$ cat src/rtl/cpu_defs_pkg.sv
// Shared CPU types: TLB op encodings, TLB entry layout and TLB index width.
package cpu_defs;

  typedef enum logic [1:0] {
    TLB_OP_TLBR  = 2'd0,
    TLB_OP_TLBWI = 2'd1,
    TLB_OP_TLBWR = 2'd2,
    TLB_OP_TLBP  = 2'd3
  } tlb_op_t;

  typedef logic [3:0] tlb_index_t;

  typedef struct packed {
    logic [31:0] entry_hi;
    logic [31:0] entry_lo0;
    logic [31:0] entry_lo1;
    logic [31:0] page_mask;
  } tlb_entry_t;

endpackage

$ cat src/rtl/tlb_random_reg.sv
// CP0 Random: free-running down-counter over [wired+1 .. TLB_ENTRIES-1], reloaded to the top on wrap or Wired write.
module tlb_random_reg #(
  parameter int TLB_ENTRIES = 16,
  parameter int IDX_W       = $clog2(TLB_ENTRIES)
) (
  input  logic             clk,
  input  logic             rst_n,
  input  logic             wired_we,
  input  logic [IDX_W-1:0] cp0_wired,
  output logic [IDX_W-1:0] random
);

  localparam logic [IDX_W-1:0] RAND_MAX = IDX_W'(TLB_ENTRIES - 1);

  logic [IDX_W-1:0] dec;
  logic             wrap;

  assign dec = random - IDX_W'(1);
  // A Wired value at or above the top keeps dec <= wired true, pinning Random at RAND_MAX.
  assign wrap = (random == '0) || (dec <= cp0_wired);

  always_ff @(posedge clk or negedge rst_n) begin
    if (!rst_n) begin
      random <= RAND_MAX;
    end else if (wired_we || wrap) begin
      random <= RAND_MAX;
    end else begin
      random <= dec;
    end
  end

endmodule

$ cat src/rtl/tlb_op_sequencer.sv
// Sequences TLBR/TLBWI/TLBWR/TLBP onto the MMU port: accept N, strobe N+1, done N+3; one op in flight, op_ready only in IDLE.
// Optional CPU_TLB_ITLB_FLUSH_EN adds itlb_flush, pulsed in CAPTURE after a committed TLB write.
module tlb_op_sequencer
  import cpu_defs::*;
#(
  parameter int TLB_ENTRIES = 16,
  parameter int IDX_W       = $clog2(TLB_ENTRIES)
) (
  input  logic             clk,
  input  logic             rst_n,
  input  logic             op_valid,
  input  logic [1:0]       op_type,
  output logic             op_ready,
  input  logic             flush,
  input  logic [IDX_W-1:0] cp0_index,
  input  logic [IDX_W-1:0] cp0_wired,
  input  logic             wired_we,
  input  logic [31:0]      cp0_entry_hi,
  input  tlb_entry_t       cp0_wdata,
  output logic [IDX_W-1:0] tlbrw_index,
  output logic             tlbrw_we,
  output tlb_entry_t       tlbrw_wdata,
  input  tlb_entry_t       tlbrw_rdata,
  output logic [31:0]      tlbp_entry_hi,
  input  logic [31:0]      tlbp_index,
  output logic             done_valid,
  output logic [1:0]       done_op,
  output tlb_entry_t       done_rdata,
  output logic [31:0]      done_index,
  output logic [IDX_W-1:0] cp0_random
`ifdef CPU_TLB_ITLB_FLUSH_EN
  ,
  output logic             itlb_flush
`endif
);

  typedef enum logic [1:0] {S_IDLE, S_ISSUE, S_CAPTURE, S_DONE} state_t;

  state_t           state, state_nxt;
  tlb_op_t          op_q;
  logic [IDX_W-1:0] idx_q;
  tlb_entry_t       wdata_q;
  logic [31:0]      ehi_q;
  logic             accept;
  logic             is_write;

  tlb_random_reg #(.TLB_ENTRIES(TLB_ENTRIES), .IDX_W(IDX_W)) u_random (
    .clk       (clk),
    .rst_n     (rst_n),
    .wired_we  (wired_we),
    .cp0_wired (cp0_wired),
    .random    (cp0_random)
  );

  assign accept   = op_valid && op_ready && !flush;
  assign is_write = (op_q == TLB_OP_TLBWI) || (op_q == TLB_OP_TLBWR);

  always_ff @(posedge clk or negedge rst_n) begin
    if (!rst_n) state <= S_IDLE;
    else        state <= state_nxt;
  end

  always_comb begin
    state_nxt  = state;
    op_ready   = 1'b0;
    tlbrw_we   = 1'b0;
    done_valid = 1'b0;
`ifdef CPU_TLB_ITLB_FLUSH_EN
    itlb_flush = 1'b0;
`endif
    case (state)
      S_IDLE: begin
        op_ready = 1'b1;
        if (accept) state_nxt = S_ISSUE;
      end
      S_ISSUE: begin
        // A flush here kills the op before the MMU sees a write strobe.
        tlbrw_we  = is_write && !flush;
        state_nxt = flush ? S_IDLE : S_CAPTURE;
      end
      S_CAPTURE: begin
`ifdef CPU_TLB_ITLB_FLUSH_EN
        itlb_flush = is_write;
`endif
        state_nxt = S_DONE;
      end
      S_DONE: begin
        done_valid = 1'b1;
        state_nxt  = S_IDLE;
      end
      default: state_nxt = S_IDLE;
    endcase
  end

  // Operand latches keep the MMU ports stable from ISSUE through CAPTURE.
  always_ff @(posedge clk or negedge rst_n) begin
    if (!rst_n) begin
      op_q    <= TLB_OP_TLBR;
      idx_q   <= '0;
      wdata_q <= '0;
      ehi_q   <= '0;
    end else if (accept) begin
      op_q    <= tlb_op_t'(op_type);
      idx_q   <= (op_type == TLB_OP_TLBWR) ? cp0_random : cp0_index;
      wdata_q <= cp0_wdata;
      ehi_q   <= cp0_entry_hi;
    end
  end

  always_ff @(posedge clk or negedge rst_n) begin
    if (!rst_n) begin
      done_rdata <= '0;
      done_index <= '0;
    end else if (state == S_CAPTURE) begin
      if (op_q == TLB_OP_TLBR) done_rdata <= tlbrw_rdata;
      if (op_q == TLB_OP_TLBP) done_index <= tlbp_index;
    end
  end

  assign tlbrw_index   = idx_q;
  assign tlbrw_wdata   = wdata_q;
  assign tlbp_entry_hi = ehi_q;
  assign done_op       = op_q;

endmodule
$ cat config.mk
export PLATFORM = sky130hd
export DESIGN_NAME = tlb_op_sequencer
export DESIGN_NICKNAME = d
export VERILOG_FILES = /design/src/rtl/cpu_defs_pkg.sv /design/src/rtl/tlb_random_reg.sv /design/src/rtl/tlb_op_sequencer.sv
export SDC_FILE = /design/constraint.sdc
export NUM_CORES = 1
export LEC_CHECK = 0
export ABC_AREA = 1
export CAP_MARGIN = 10
export CORE_ASPECT_RATIO = 0.6
export CORE_MARGIN = 10
export CORE_UTILIZATION = 26
export CTS_BUF_LIST = sky130_fd_sc_hd__clkbuf_16
export CTS_CLUSTER_DIAMETER = 120
export DETAILED_ROUTE_END_ITERATION = 10
export GPL_ROUTABILITY_DRIVEN = 0
export PLACE_DENSITY = 0.67
export RECOVER_POWER = 100
export SYNTH_ARGS = -nofsm -noshare
export SYNTH_HDL_FRONTEND = slang
export SYNTH_HIERARCHICAL = 1
export SYNTH_SLANG_ARGS = --single-unit
$ cat constraint.sdc
create_clock -name clk -period 3.83 [get_ports clk]
set_clock_uncertainty 0.1 [all_clocks]
set_input_delay 1.149 -clock clk [delete_from_list [all_inputs] [get_ports clk]]
set_output_delay 1.149 -clock clk [all_outputs]
set_load 0.02 [all_outputs]
==> out/metrics.yaml <==
timing:
  maxSlewHeadroom: -0.763
  rsz0062_at_grt: "no"
  tightest_slew_ps: 2640
  drv_slew: 577
  hold_viol: 0
  clock.fmax_mhz: 267
  fin_tns_setup_ps: 0
  finalCritPeriodShare: 0.977
  worst_slack_ps: 86.4
  setup_viol: 0
  finalCriticalPeriod_ps: 3740
grt:
  grt_pass1_vias: 12097
  grt_max_degree: 257
  gr-total-overflow: 0
  grt_pass1_wl_um: 74400
  grtUsageTotal: 0.161
  antenna_found_initial: 4
setup_path:
  path_cells: "clkdlybuf4s50_1 > inv_1 > nand3_1 > nor2_1 > clkdlybuf4s50_1"
  cp.required_ps: 2580
  rr_endpoint: "done_rdata[18]$_DFFE_PN0P_"
  reg2reg_from: "done_op[0]$_DFFE_PN0P_"
  slowest_stage: "clkdlybuf4s50_1"
  worst_path_most_repeated_cell: "clkdlybuf4s50_1"
  path_buf_inv: 3
  r2r_cells: 5
  reg2reg_slack_ps: 600
  slowest_delay_ps: 620
  crit_path_start_kind: "input pin"
  crit_family: "buffers and inverters"
  path_class: "in -> out"
  cp.arrival_ps: 2490
  crit_fanout: 2
  end_kind: "output pin"
drt:
  ant_nets: 0
  drc: 0
  drt-initial-drc-count: 774
  totalWireLength_um: 50400
  post_drt_wl_per_cell_um: 18.1
  drt_pass1_iterations: 5
  viasPerCell: 4.17
  vias: 11619
min_path:
  min_to: "tlbrw_index[1]$_DFFE_PN0P_"
  hold_path_class: "reg -> reg"
  hold_path_depth: 2
  holdCritStartpoint: "tlbrw_index[1]$_DFFE_PN0P_"
pwr:
  p_per_area_nw_per_um2: 819
  power_leakage_nw: 10.9
  vdd_drop_max_mv: 0.400
  p_total_mw: 17.5
logic_synthesis:
  ys_warn_count: 6
  synth_cells: 1457
  async_flop_share: 1.00
  synth_fp_nets: 1799
  yosysTopAreaCell: "dfrtp_1"
  yosysSeqAreaShare: 0.640
  synth_seq_cells: 332
  avgSynthCellArea_um2: 8.91
  yosysTopAreaCellShare: 0.632
  syn-cell-area_um2: 13000
  synthDistinctLibCells: 19
  synth_area_leaders: "dfrtp_1, nand2_1, o21ai_0"
  synth_edf_count: 0
  synth-main-ff-cell: "dfrtp_1"
floorplanning:
  rows: 63
  die_area_um2: 59600
  core_um2: 49300
  ios: 668
  chipWidth_um: 309
  start_util: 0.263
  die_h_um: 193
cts:
  cts_resized: 0
  htree_num_levels: 2
  cts.sinks: 332
  tritoncts: "done"
  post_cts_buffers: 0
  clk_latency_ps: 520
  cts.hold.buffers_added: 0
  cts_root_buf: "clkbuf_16"
  clk_pin_slew_ps: 50
  clk_path_buf_depth: 3
  numCtsBuffers: 36
finish:
  nets: 2449
  multi_input_area_um2: 3600
  area_growth_pct: 64.4
  fill_cells: 4691
  seq_area_um2: 8310
  drive_above_1_share: 0.0356
placed_design:
  port_buffers: 667
  detailed_place_hpwl_um: 38700
  dp_slack_ps: 75.9
status:
  status: "finished with violations"
  violations: "max-capacitance violations, max-slew violations"
flow_run:
  maxCapViolations: 5
## cells in the final DEF, fill, tap and decap left out, drive strengths merged
master         netlist  routed
buf                 49       7
dlygate4sd3          0     333
inv                183     188
clkinv               0      19
nor2                 8       8
dfstp                4       4
nand3               12      12
diode                0       1
nand2              681     681
dfrtp              328     328
xnor2                1       1
clkinvlp             0       3
ha                   7       7
clkbuf              21      46
bufinv               0       1
a21oi                1       1
clkdlybuf4s50        0     333
o21ai              162     162
## area by class of cell
| cell class | instances | share of cell area |
|---|---|---|
| multi-input cells | 872 | 0.169 |
| clock buffers | 37 | 0.0434 |
| clock inverters | 28 | 0.00826 |
| diodes | 1 | 0.000117 |
| inverters | 183 | 0.0322 |
| well taps | 650 | 0.0381 |
| repair buffers | 682 | 0.320 |
| flip-flops and latches | 332 | 0.389 |
## synth_stat cells, types with 2 or more instances
cell type / n
buf_2: 30
dfstp_2: 4
dfrtp_1: 328
nor2_1: 5
nor2_2: 2
nand3_1: 10
buf_4: 14
buf_6: 5
inv_1: 183
ha_1: 7
o21ai_0: 162
nand3_2: 2
nand2_1: 680
clkbuf_1: 10
clkbuf_2: 11
## stage by stage
stage | cells | hold slack (ps) | cell area (µm²) | utilization
after floorplan | 1457 | 417 | 13000 | -
after global placement | 2719 | 360 | 20300 | 0.411
after detailed placement | 2719 | 364 | 20300 | 0.411
after CTS | 2784 | 380 | 21400 | 0.434
after global routing | 2785 | 388 | 21400 | 0.433
final | 2785 | 368 | 21400 | 0.433
## layer usage
layer | part of all wire | track usage | up-vias
met1 | 0.38 | 0.186 | 5487
li1 | - | - | 5690
met5 | 0.00071 | 0 | -
met3 | 0.064 | 0.0441 | 87
met4 | 0.028 | 0.0480 | 6
met2 | 0.53 | 0.289 | 349
## state kept, by name, summed over array words and instances, names as in the netlist, named ones only
signal and count:
done_rdata 128, tlbrw_wdata 128, done_index 32, tlbp_entry_hi 32, tlbrw_index 4, u_random/random 4
done_op 2, state 1
## power by group
group / internal, mW / total (mW) / switching [mW]
combinational: 3.31 / 8.09 / 4.77
clock: 1.84 / 3.32 / 1.48
sequential: 5.21 / 6.09 / 0.881
total: 10.4 / 17.5 / 7.14
## worst reg2reg max path: cells and delay by family, from the launching register on
family,cells,cell delay [ps]
adders and majority gates,1,220
buffers and inverters,2,1650
and+or+nand+nor,1,80
DFF,1,400
AOI/OAI and AO/OA,1,550
## cells by family (layout without fill, tap and decap cells)
logic type      Yosys count  in the layout  synth area share
compound gates          163            163            0.0628
other cells               0              1                 0
buf+inv                 253            930            0.0840
fa+ha+maj                 7              7           0.00674
flops                   332            332             0.640
xor+xnor                  1              1          0.000674
simple gates            701            701             0.206
## worst max path at each step
| stage | startpoint | to | slack [ps] | cells past startpoint |
|---|---|---|---|---|
| 4_1_cts | flush | tlbrw_we | 70 | 5 |
| 3_5_place_dp | flush | tlbrw_we | 80 | 5 |
| 5_1_grt | flush | tlbrw_we | 40 | 5 |
| 2_1_floorplan | flush | tlbrw_we | 1010 | 3 |
| 6_report | flush | tlbrw_we | 90 | 5 |
| 3_3_place_gp | flush | tlbrw_we | 50 | 5 |
Note: power is estimated with default switching activity, not from simulation.
